## config.mk

```make
export PLATFORM = sky130hd
export DESIGN_NAME = miss_fill_controller_flat
export DESIGN_NICKNAME = d
export VERILOG_FILES = /design/src/rtl/miss_fill_controller_if.sv /design/src/rtl/miss_fill_controller.sv /design/src/flat_wrapper.sv
export SDC_FILE = /design/constraint.sdc
export NUM_CORES = 1
export LEC_CHECK = 0
export CORE_MARGIN = 2
export CORE_UTILIZATION = 30
export CTS_BUF_LIST = sky130_fd_sc_hd__clkbuf_4 sky130_fd_sc_hd__clkbuf_8
export CTS_CLUSTER_DIAMETER = 60
export CTS_CLUSTER_SIZE = 14
export DETAILED_ROUTE_END_ITERATION = 16
export SYNTH_ARGS = -nofsm -noshare
export SYNTH_HDL_FRONTEND = slang
export SYNTH_SLANG_ARGS = --single-unit
export TNS_END_PERCENT = 1
```

## constraint.sdc

```tcl
create_clock -name clk -period 1.6 [get_ports clk]
set_input_delay 0.16 -clock clk [delete_from_list [all_inputs] [get_ports clk]]
set_output_delay 0.16 -clock clk [all_outputs]
set_load 0.01 [all_outputs]
```

## src/rtl/miss_fill_controller_if.sv

```systemverilog
// Bundle of miss, memory and arrays-updater signals for the miss fill stage.
// The controller connects through the master modport; its surroundings use the slave modport.
interface miss_fill_controller_if #(
    parameter int MEM_DATA_WIDTH = 320,
    parameter int BEAT_WIDTH     = 64,
    parameter int SET_ADDR_WIDTH = 4,
    parameter int TAG_BITS_WIDTH = 8,
    parameter int MASK_WIDTH     = 4
);
    logic                                     i_halt;
    logic                                     i_miss;
    logic                                     i_miss_valid;
    logic [SET_ADDR_WIDTH-1:0]                i_miss_set_addr;
    logic [TAG_BITS_WIDTH-1:0]                i_miss_tag_bits;
    logic                                     o_mem_req;
    logic [TAG_BITS_WIDTH+SET_ADDR_WIDTH-1:0] o_mem_req_addr;
    logic                                     i_mem_req_ready;
    logic [BEAT_WIDTH-1:0]                    i_mem_beat;
    logic                                     i_mem_beat_valid;
    logic                                     o_initiate_arrays_update;
    logic                                     o_iau_valid;
    logic [SET_ADDR_WIDTH-1:0]                o_set_addr;
    logic                                     o_set_addr_valid;
    logic [TAG_BITS_WIDTH-1:0]                o_tag_bits;
    logic                                     o_tag_bits_valid;
    logic [MASK_WIDTH-1:0]                    o_block_replacement_mask;
    logic                                     o_brm_valid;
    logic [MEM_DATA_WIDTH-1:0]                o_mem_data;
    logic                                     o_mem_data_valid;
    logic                                     i_arrays_updated_complete;
    logic                                     i_auc_valid;
    logic                                     o_ready;

    modport master (
        input  i_halt, i_miss, i_miss_valid, i_miss_set_addr, i_miss_tag_bits,
        input  i_mem_req_ready, i_mem_beat, i_mem_beat_valid,
        input  i_arrays_updated_complete, i_auc_valid,
        output o_mem_req, o_mem_req_addr,
        output o_initiate_arrays_update, o_iau_valid,
        output o_set_addr, o_set_addr_valid, o_tag_bits, o_tag_bits_valid,
        output o_block_replacement_mask, o_brm_valid,
        output o_mem_data, o_mem_data_valid, o_ready
    );

    modport slave (
        output i_halt, i_miss, i_miss_valid, i_miss_set_addr, i_miss_tag_bits,
        output i_mem_req_ready, i_mem_beat, i_mem_beat_valid,
        output i_arrays_updated_complete, i_auc_valid,
        input  o_mem_req, o_mem_req_addr,
        input  o_initiate_arrays_update, o_iau_valid,
        input  o_set_addr, o_set_addr_valid, o_tag_bits, o_tag_bits_valid,
        input  o_block_replacement_mask, o_brm_valid,
        input  o_mem_data, o_mem_data_valid, o_ready
    );
endinterface

```

## src/rtl/miss_fill_controller.sv

```systemverilog
// I-cache miss fill: one block read, beat assembly into a line, round-robin victim choice.
// Define MISS_FILL_PER_SET_RR_EN for per-set replacement pointers instead of one global pointer.
module miss_fill_controller #(
    parameter int MEM_DATA_WIDTH = 320,
    parameter int BEAT_WIDTH     = 64,
    parameter int SET_ADDR_WIDTH = 4,
    parameter int TAG_BITS_WIDTH = 8,
    parameter int MASK_WIDTH     = 4
) (
    input logic                    clk,
    input logic                    arst_n,
    miss_fill_controller_if.master bus
);
    localparam int NUM_BEATS = MEM_DATA_WIDTH / BEAT_WIDTH;
    localparam int CNT_W     = (NUM_BEATS > 1) ? $clog2(NUM_BEATS) : 1;
    localparam int PTR_W     = (MASK_WIDTH > 1) ? $clog2(MASK_WIDTH) : 1;
    localparam int NUM_SETS  = 1 << SET_ADDR_WIDTH;
    localparam logic [CNT_W-1:0] LAST_BEAT = CNT_W'(NUM_BEATS - 1);

    typedef enum logic [1:0] {IDLE, REQUEST, COLLECT, UPDATE} state_t;

    state_t                    state;
    state_t                    state_next;
    logic [CNT_W-1:0]          cnt;
    logic [MEM_DATA_WIDTH-1:0] line;
    logic [SET_ADDR_WIDTH-1:0] set_q;
    logic [TAG_BITS_WIDTH-1:0] tag_q;
    logic [PTR_W-1:0]          cur_ptr;
    logic                      accept;
    logic                      req_fire;
    logic                      beat_take;
    logic                      complete;
    logic                      mem_req;
    logic                      in_update;

    always_comb begin
        state_next = state;
        accept     = 1'b0;
        req_fire   = 1'b0;
        beat_take  = 1'b0;
        complete   = 1'b0;
        mem_req    = 1'b0;
        case (state)
            IDLE: begin
                if (bus.i_miss && bus.i_miss_valid && !bus.i_halt) begin
                    accept     = 1'b1;
                    state_next = REQUEST;
                end
            end
            REQUEST: begin
                mem_req = !bus.i_halt;
                if (mem_req && bus.i_mem_req_ready) begin
                    req_fire   = 1'b1;
                    state_next = COLLECT;
                end
            end
            // Beats are taken even while halted: memory cannot be back-pressured.
            COLLECT: begin
                if (bus.i_mem_beat_valid) begin
                    beat_take = 1'b1;
                    if (cnt == LAST_BEAT) begin
                        state_next = UPDATE;
                    end
                end
            end
            UPDATE: begin
                if (bus.i_arrays_updated_complete && bus.i_auc_valid && !bus.i_halt) begin
                    complete   = 1'b1;
                    state_next = IDLE;
                end
            end
            default: state_next = IDLE;
        endcase
    end

    always_ff @(posedge clk) begin
        if (!arst_n) begin
            state <= IDLE;
            cnt   <= '0;
            line  <= '0;
            set_q <= '0;
            tag_q <= '0;
        end else begin
            state <= state_next;
            if (accept) begin
                set_q <= bus.i_miss_set_addr;
                tag_q <= bus.i_miss_tag_bits;
            end
            if (req_fire) begin
                cnt <= '0;
            end else if (beat_take) begin
                for (int b = 0; b < NUM_BEATS; b++) begin
                    if (cnt == CNT_W'(b)) begin
                        line[b*BEAT_WIDTH +: BEAT_WIDTH] <= bus.i_mem_beat;
                    end
                end
                cnt <= (cnt == LAST_BEAT) ? '0 : cnt + 1'b1;
            end
        end
    end

`ifdef MISS_FILL_PER_SET_RR_EN
    logic [PTR_W-1:0] rr_ptr [NUM_SETS];

    assign cur_ptr = rr_ptr[set_q];

    always_ff @(posedge clk) begin
        if (!arst_n) begin
            for (int s = 0; s < NUM_SETS; s++) begin
                rr_ptr[s] <= '0;
            end
        end else if (complete) begin
            rr_ptr[set_q] <= rr_ptr[set_q] + 1'b1;
        end
    end
`else
    logic [PTR_W-1:0] rr_ptr;

    assign cur_ptr = rr_ptr;

    always_ff @(posedge clk) begin
        if (!arst_n) begin
            rr_ptr <= '0;
        end else if (complete) begin
            rr_ptr <= rr_ptr + 1'b1;
        end
    end
`endif

    // Every payload is forced to zero whenever its qualifier is low.
    assign in_update                    = (state == UPDATE);
    assign bus.o_ready                  = (state == IDLE) && !bus.i_halt;
    assign bus.o_mem_req                = mem_req;
    assign bus.o_mem_req_addr           = mem_req ? {tag_q, set_q} : '0;
    assign bus.o_initiate_arrays_update = in_update;
    assign bus.o_iau_valid              = in_update;
    assign bus.o_set_addr               = in_update ? set_q : '0;
    assign bus.o_set_addr_valid         = in_update;
    assign bus.o_tag_bits               = in_update ? tag_q : '0;
    assign bus.o_tag_bits_valid         = in_update;
    assign bus.o_block_replacement_mask = in_update ? (MASK_WIDTH'(1) << cur_ptr) : '0;
    assign bus.o_brm_valid              = in_update;
    assign bus.o_mem_data               = in_update ? line : '0;
    assign bus.o_mem_data_valid         = in_update;
endmodule

```

## src/flat_wrapper.sv

```systemverilog
// flat-port wrapper written by rule: the top's interface ports become plain ports
module miss_fill_controller_flat 
#(
    parameter int MEM_DATA_WIDTH = 320,
    parameter int BEAT_WIDTH     = 64,
    parameter int SET_ADDR_WIDTH = 4,
    parameter int TAG_BITS_WIDTH = 8,
    parameter int MASK_WIDTH     = 4
)
  (clk, arst_n, bus_i_halt, bus_i_miss, bus_i_miss_valid, bus_i_miss_set_addr, bus_i_miss_tag_bits, bus_i_mem_req_ready, bus_i_mem_beat, bus_i_mem_beat_valid, bus_i_arrays_updated_complete, bus_i_auc_valid, bus_o_mem_req, bus_o_mem_req_addr, bus_o_initiate_arrays_update, bus_o_iau_valid, bus_o_set_addr, bus_o_set_addr_valid, bus_o_tag_bits, bus_o_tag_bits_valid, bus_o_block_replacement_mask, bus_o_brm_valid, bus_o_mem_data, bus_o_mem_data_valid, bus_o_ready);
  miss_fill_controller_if #(.MEM_DATA_WIDTH(MEM_DATA_WIDTH), .BEAT_WIDTH(BEAT_WIDTH), .SET_ADDR_WIDTH(SET_ADDR_WIDTH), .TAG_BITS_WIDTH(TAG_BITS_WIDTH), .MASK_WIDTH(MASK_WIDTH)) bus_i ();
  input logic clk;
  input logic arst_n;
  input wire logic [$bits(bus_i.i_halt)-1:0] bus_i_halt;
  input wire logic [$bits(bus_i.i_miss)-1:0] bus_i_miss;
  input wire logic [$bits(bus_i.i_miss_valid)-1:0] bus_i_miss_valid;
  input wire logic [$bits(bus_i.i_miss_set_addr)-1:0] bus_i_miss_set_addr;
  input wire logic [$bits(bus_i.i_miss_tag_bits)-1:0] bus_i_miss_tag_bits;
  input wire logic [$bits(bus_i.i_mem_req_ready)-1:0] bus_i_mem_req_ready;
  input wire logic [$bits(bus_i.i_mem_beat)-1:0] bus_i_mem_beat;
  input wire logic [$bits(bus_i.i_mem_beat_valid)-1:0] bus_i_mem_beat_valid;
  input wire logic [$bits(bus_i.i_arrays_updated_complete)-1:0] bus_i_arrays_updated_complete;
  input wire logic [$bits(bus_i.i_auc_valid)-1:0] bus_i_auc_valid;
  output wire logic [$bits(bus_i.o_mem_req)-1:0] bus_o_mem_req;
  output wire logic [$bits(bus_i.o_mem_req_addr)-1:0] bus_o_mem_req_addr;
  output wire logic [$bits(bus_i.o_initiate_arrays_update)-1:0] bus_o_initiate_arrays_update;
  output wire logic [$bits(bus_i.o_iau_valid)-1:0] bus_o_iau_valid;
  output wire logic [$bits(bus_i.o_set_addr)-1:0] bus_o_set_addr;
  output wire logic [$bits(bus_i.o_set_addr_valid)-1:0] bus_o_set_addr_valid;
  output wire logic [$bits(bus_i.o_tag_bits)-1:0] bus_o_tag_bits;
  output wire logic [$bits(bus_i.o_tag_bits_valid)-1:0] bus_o_tag_bits_valid;
  output wire logic [$bits(bus_i.o_block_replacement_mask)-1:0] bus_o_block_replacement_mask;
  output wire logic [$bits(bus_i.o_brm_valid)-1:0] bus_o_brm_valid;
  output wire logic [$bits(bus_i.o_mem_data)-1:0] bus_o_mem_data;
  output wire logic [$bits(bus_i.o_mem_data_valid)-1:0] bus_o_mem_data_valid;
  output wire logic [$bits(bus_i.o_ready)-1:0] bus_o_ready;
  assign bus_i.i_halt = bus_i_halt;
  assign bus_i.i_miss = bus_i_miss;
  assign bus_i.i_miss_valid = bus_i_miss_valid;
  assign bus_i.i_miss_set_addr = bus_i_miss_set_addr;
  assign bus_i.i_miss_tag_bits = bus_i_miss_tag_bits;
  assign bus_i.i_mem_req_ready = bus_i_mem_req_ready;
  assign bus_i.i_mem_beat = bus_i_mem_beat;
  assign bus_i.i_mem_beat_valid = bus_i_mem_beat_valid;
  assign bus_i.i_arrays_updated_complete = bus_i_arrays_updated_complete;
  assign bus_i.i_auc_valid = bus_i_auc_valid;
  assign bus_o_mem_req = bus_i.o_mem_req;
  assign bus_o_mem_req_addr = bus_i.o_mem_req_addr;
  assign bus_o_initiate_arrays_update = bus_i.o_initiate_arrays_update;
  assign bus_o_iau_valid = bus_i.o_iau_valid;
  assign bus_o_set_addr = bus_i.o_set_addr;
  assign bus_o_set_addr_valid = bus_i.o_set_addr_valid;
  assign bus_o_tag_bits = bus_i.o_tag_bits;
  assign bus_o_tag_bits_valid = bus_i.o_tag_bits_valid;
  assign bus_o_block_replacement_mask = bus_i.o_block_replacement_mask;
  assign bus_o_brm_valid = bus_i.o_brm_valid;
  assign bus_o_mem_data = bus_i.o_mem_data;
  assign bus_o_mem_data_valid = bus_i.o_mem_data_valid;
  assign bus_o_ready = bus_i.o_ready;
  miss_fill_controller #(.MEM_DATA_WIDTH(MEM_DATA_WIDTH), .BEAT_WIDTH(BEAT_WIDTH), .SET_ADDR_WIDTH(SET_ADDR_WIDTH), .TAG_BITS_WIDTH(TAG_BITS_WIDTH), .MASK_WIDTH(MASK_WIDTH)) u_core (.clk(clk), .arst_n(arst_n), .bus(bus_i));
endmodule
```

==> impl_metrics.ini, run 1 <==
[run_status]
status = finished, violations left
violations = negative setup slack

[grt]
antenna_found_initial = 2
grt_pass1_wl_um = 75900
grt_use_total_pct = 18.8
grt_pass1_vias = 13100
grt_max_degree = 63
grt_overflow = 0

[critical_path]
critPathArrivalTime_ns = 1.93
crit_path_cell_trace = ha_4 -> buf_12 -> buf_6 -> and2_1 -> clkdlybuf4s15_2
crit_path_end_kind = primary output
worstPathRequired_ns = 1.44
cpPeakStageDelay_ns = 0.38
crit_path_max_fanout = 12
crit_slowest_cell = dfxtp_4
cp-start-kind = register
worstSetupPathType = register to primary output

[power]
p_sw_share_pct = 25.5
p_int_mw = 12.2
p_leak_nw = 9.29
pwr_density_cell_nw_per_um2 = 756
netSwitchingPower_mw = 4.15
p_comb_share_pct = 8.9
power.share.clock_pct = 38.5
seq_power_share_pct = 52.6
ir_drop_mv = 0.406

[final_layout]
areaGrowthSynthToFinish_pct = 44.5
nets = 2297
postLayoutCoreUtil_pct = 44.0
drive_above_1_share_pct = 33.6
layout_commonest_cell = dfxtp_1
final_cell_mix = dfxtp_1, nand2_1, and2_1

[detailed_routing]
drc = 0
drtIter0Drc = 861
vias_per_cell = 4.69
wirelength_um = 52100
route.detailed.wl_per_inst_um = 18.1
via_count = 13500
firstDrtPassIters = 5
ant_nets = 0

[clock_network]
cts_tree = done
h-tree-depth = 2
root_buffer = clkbuf_8
cts_buffers = 36
clk_latency_ns = 0.59
clock_sinks = 339
ctsLongestPathBuffers = 3
clk_pin_slew_ns = 0.09

[floorplanning]
fp-row-count = 81
dieHeight_um = 227
start_util_pct = 30.4
core_area_um2 = 49100
die_w_um = 227
ios = 441
design.die.area_um2 = 51600

[synthesis]
avgSynthCellArea_um2 = 8.40
syn_area_um2 = 14900
synth_cell_types = 34
ys_ff_latch = 339
yosysSeqAreaShare_pct = 45.4
synth_cells = 1777
yosysWarningCount = 0
syn_nets = 1875

[job]
maxCapViolations = 0

[timing]
tightest_slew_ns = 0.472
rsz0062_at_grt = yes
layout_min_cycle_time_ns = 2.09
fin_skew_ns = 0.0268
finalCritPeriodShare_pct = 130
report.final.slew_viol_count = 0
final.setup.tns_ns = -180.98
setup_viol = 690
fmax_mhz = 479
hold_viol = 0
setup_slack_ns = -0.487
slew_headroom_pct = 68.4

[placed_design]
detailed_place_hpwl_um = 36000
port_buffers = 440
gp_congestion = 0.833

[hold_path]
worstHoldPathType = input port to register
==> power by group through the flow <==
stage,Clock [mW],Combinational [mW],Sequential [mW]
floorplan,0,0.549,8.75
global placement,0,1.25,8.77
detailed placement,0,1.27,8.77
CTS,6.48,1.34,8.58
global route,6.81,1.57,8.60
finish,6.27,1.45,8.58
==> metrics by stage <==
step | cell area (µm²) | hold WS [ns] | std cells | worst slack (ns) | power (mW)
finish | 21600 | 0.117 | 2882 | -0.487 | 16.3
global route | 21600 | 0.0911 | 2881 | -0.584 | 17.0
CTS | 21200 | 0.0526 | 2862 | -0.825 | 16.4
detailed placement | 20400 | 0.442 | 2799 | -0.403 | 10.0
global placement | 20400 | 0.437 | 2799 | -0.401 | 10.0
floorplan | 14900 | 0.287 | 1777 | -0.0261 | 9.29
==> cell families (layout without fill, tap and decap cells) <==
kind of cell,count (synthesis),after routing,share of synthesized area (%)
flops,339,339,45.4
buf+inv,167,607,5.88
compound gates,341,341,15.4
other cells,0,1,0
fa+ha+maj,13,13,1.09
simple gates,913,913,32.0
xor+xnor,1,1,0.0587
mux,3,3,0.201
==> layout make-up <==
type	instances	area, µm²
multi-input combinational	1271	7680
timing repair buffer	543	5470
antenna	1	2.50
fill	4922	27500
sequential	339	6790
inverter	8	32.5
clock inverter	13	186
tap	664	831
clock buffer	43	579
==> repair_timing <==
item	CTS	global route
pin swaps	9	95
resized for setup	834	708
buffers inserted	2	9
setup endpoints to repair	690	689
hold buffers	1	0
hold endpoints to repair	13	0
cloned	4	12
==> path summary, 6_finish.rpt <==
check,startpoint,to,slack (ns),cells after the start
worst max-delay path,u_core.state[1]$_SDFFE_PN0P_,bus_o_mem_data[24],-0.49,5
worst min-delay path,bus_i_miss_set_addr[0],u_core.set_q[0]$_SDFFE_PN0P_,0.12,3
worst max register to register,u_core.state[0]$_SDFFE_PN0P_,u_core.line[287]$_SDFFE_PN0P_,-0.21,8
worst min register to register,u_core.line[225]$_SDFFE_PN0P_,u_core.line[225]$_SDFFE_PN0P_,0.45,2
==> routing by layer <==
layer  track usage [%]  up-vias  wire (µm)
met1              25.0     6459      23600
li1                  -     6637          -
met3              4.90       75       3460
met4              5.02        2       1190
met5                 0        -         12
met2              30.2      357      23900
==> worst max-delay path, delay by kind of cell, from the launching register on <==
kind	cells	cell delay [ns]
AND/OR/NAND/NOR	1	0.17
buffers and inverters	3	0.56
adder cells (fa/ha/maj)	1	0.22
flip-flops	1	0.38
==> flip-flops by register name, summed over array words and instances, names as in the netlist <==
name and count:
u_core.line 320, u_core.state 2, u_core.cnt 3, u_core.set_q 4, u_core.tag_q 8, u_core.cur_ptr 2
==> cell usage after synthesis <==
master / count / share of area [%]
a211oi_1: 2 / 0.10
a21boi_0: 20 / 1.0
a21boi_1: 60 / 3.0
a21boi_2: 60 / 4.5
a21oi_1: 3 / 0.10
a22oi_1: 1 / 0.050
and2_1: 350 / 15
and3_1: 2 / 0.084
and4_4: 1 / 0.075
buf_1: 14 / 0.35
buf_12: 7 / 0.94
buf_2: 20 / 0.67
buf_4: 12 / 0.60
buf_6: 9 / 0.68
clkbuf_1: 97 / 2.4
dfxtp_1: 339 / 45
ha_1: 13 / 1.1
inv_1: 8 / 0.20
mux2i_1: 3 / 0.20
nand2_1: 293 / 7.4
nand2_2: 60 / 2.5
nand3_1: 194 / 6.5
nand3_2: 1 / 0.067
nand3b_1: 1 / 0.050
nand3b_4: 1 / 0.13
nand4_1: 1 / 0.042
nand4_2: 3 / 0.25
nand4b_1: 1 / 0.059
nor2_1: 3 / 0.075
nor2b_1: 2 / 0.084
o2111ai_1: 1 / 0.059
o21ai_0: 144 / 4.8
o21ai_1: 50 / 1.7
xnor2_1: 1 / 0.059
Power figures use the tool's default switching activity.
==> inputs of run 2 (changes only) <==
Settings changed: CORE_UTILIZATION 30 to 44, PLACE_DENSITY set to 0.78.
==> impl_metrics.ini, run 2 (synthesis gave the netlist of run 1 again) <==
[timing]
rsz0062_at_grt = yes
report.final.slew_viol_count = 0
setup_viol = 635
final.setup.tns_ns = -146.19
hold_viol = 0
setup_slack_ns = -0.744
layout_min_cycle_time_ns = 2.34
tightest_slew_ns = 0.392
slew_headroom_pct = 73.9
fin_skew_ns = 0.0291
fmax_mhz = 427
finalCritPeriodShare_pct = 147

[floorplanning]
core_area_um2 = 33400
die_w_um = 188
fp-row-count = 67
design.die.area_um2 = 35400
ios = 441
dieHeight_um = 188
start_util_pct = 44.6

[power]
pwr_density_cell_nw_per_um2 = 752
p_leak_nw = 8.20
p_total_mw = 14.9
ir_drop_mv = 0.539

[clock_network]
root_buffer = clkbuf_8
h-tree-depth = 1
clk_latency_ns = 0.60
clk_pin_slew_ns = 0.08
ctsLongestPathBuffers = 3
cts_buffers = 31
cts_tree = done
clock_sinks = 339

[final_layout]
areaGrowthSynthToFinish_pct = 33.1
reg_top3 = u_core.line: 320 flops, u_core.tag_q: 8 flops, u_core.set_q: 4 flops
final_cell_mix = dfxtp_1, and2_1, nand2_1
finalNonFillerCells = 2641
register_area_um2 = 6790
top_register = u_core.line
multiInputGateArea_um2 = 7450
layout_commonest_cell = dfxtp_1
fillCellCount = 2991
largest_reg_flops = 320
drive_above_1_share_pct = 29.1
diodes = 0
nets = 2282

[job]
maxCapViolations = 0

[detailed_routing]
vias_per_cell = 5.14
drtIter0Drc = 699
wirelength_um = 46200
drc = 0
firstDrtPassIters = 4
route.detailed.wl_per_inst_um = 17.5
via_count = 13600
ant_nets = 0

[critical_path]
crit_path_max_fanout = 32
cp-start-kind = register
r2r_cells = 8
critPathArrivalTime_ns = 2.18
crit_path_end_kind = primary output
worstSetupPathType = register to primary output
worstPathRequired_ns = 1.44

[grt]
grt_overflow = 0
grt_pass1_vias = 13300
use_met1_pct = 31.2
grt_pass1_wl_um = 71800
grt_max_degree = 57
antenna_found_initial = 0
met2_usage_pct = 43.4
grt.busiest_layer = met2
grt_use_total_pct = 25.1
grt_util_met3_pct = 4.84

[placed_design]
dp_slack_ns = -0.284
detailed_place_hpwl_um = 33500
dp.cells = 2591
gp_congestion = 0.869
port_buffers = 440

[run_status]
status = finished, violations left
violations = negative setup slack

[hold_path]
worstHoldPathType = input port to register
hold_depth = 3
-- run 2: area by class of cell --
type / count / share of cell area (%)
clock buffers: 35 / 2.36
flip-flops and latches: 339 / 34.2
clock inverters: 7 / 0.441
inverters: 8 / 0.151
multi-input cells: 1271 / 37.5
well taps: 448 / 2.82
repair buffers: 533 / 22.5
-- run 2: what timing repair did --
item,4_1_cts,5_1_grt
cloned,3,0
hold endpoints to repair,24,0
hold buffers,1,0
endpoints found under the setup margin,691,692
pin swaps,22,16
buffers inserted,2,2
gates resized for setup,825,441
-- run 2: critical path, cell delays in order, from the launching register on --
cell,delay (ns)
dfxtp_4,0.38
ha_4,0.22
buf_12,0.17
buf_12,0.16
and2_1,0.13
clkdlybuf4s50_1,0.53
-- run 2: final timing paths --
path | from | end | slack [ns]
max reg2reg | u_core.state[1]$_SDFFE_PN0P_ | u_core.line[256]$_SDFFE_PN0P_ | -0.18
max | u_core.state[0]$_SDFFE_PN0P_ | bus_o_mem_data[0] | -0.74
min | bus_i_miss_tag_bits[2] | u_core.tag_q[2]$_SDFFE_PN0P_ | 0.13
min reg2reg | u_core.line[230]$_SDFFE_PN0P_ | u_core.line[230]$_SDFFE_PN0P_ | 0.45
-- run 2: per-stage QoR --
stage | area (µm²) | hold slack [ns] | utilization [%]
final | 19900 | 0.126 | 59.4
after CTS | 20200 | 0.0837 | 60.5
after floorplan | 14900 | 0.287 | -
after global placement | 20200 | 0.437 | 60.3
after detailed placement | 20200 | 0.442 | 60.3
after global routing | 19900 | 0.0945 | 59.4
-- run 2: layer usage --
layer / vias up / routed length (µm)
met4: 0 / 1480
met3: 89 / 3140
li1: 6610 / -
met5: - / 0
met1: 6406 / 19200
met2: 457 / 22400
-- run 2: where the power goes --
| group | leakage (nW) | internal, mW | switching (mW) |
|---|---|---|---|
| clock network | 0.287 | 2.12 | 2.90 |
| logic | 5.18 | 0.628 | 0.705 |
| registers | 2.73 | 8.52 | 0.0691 |
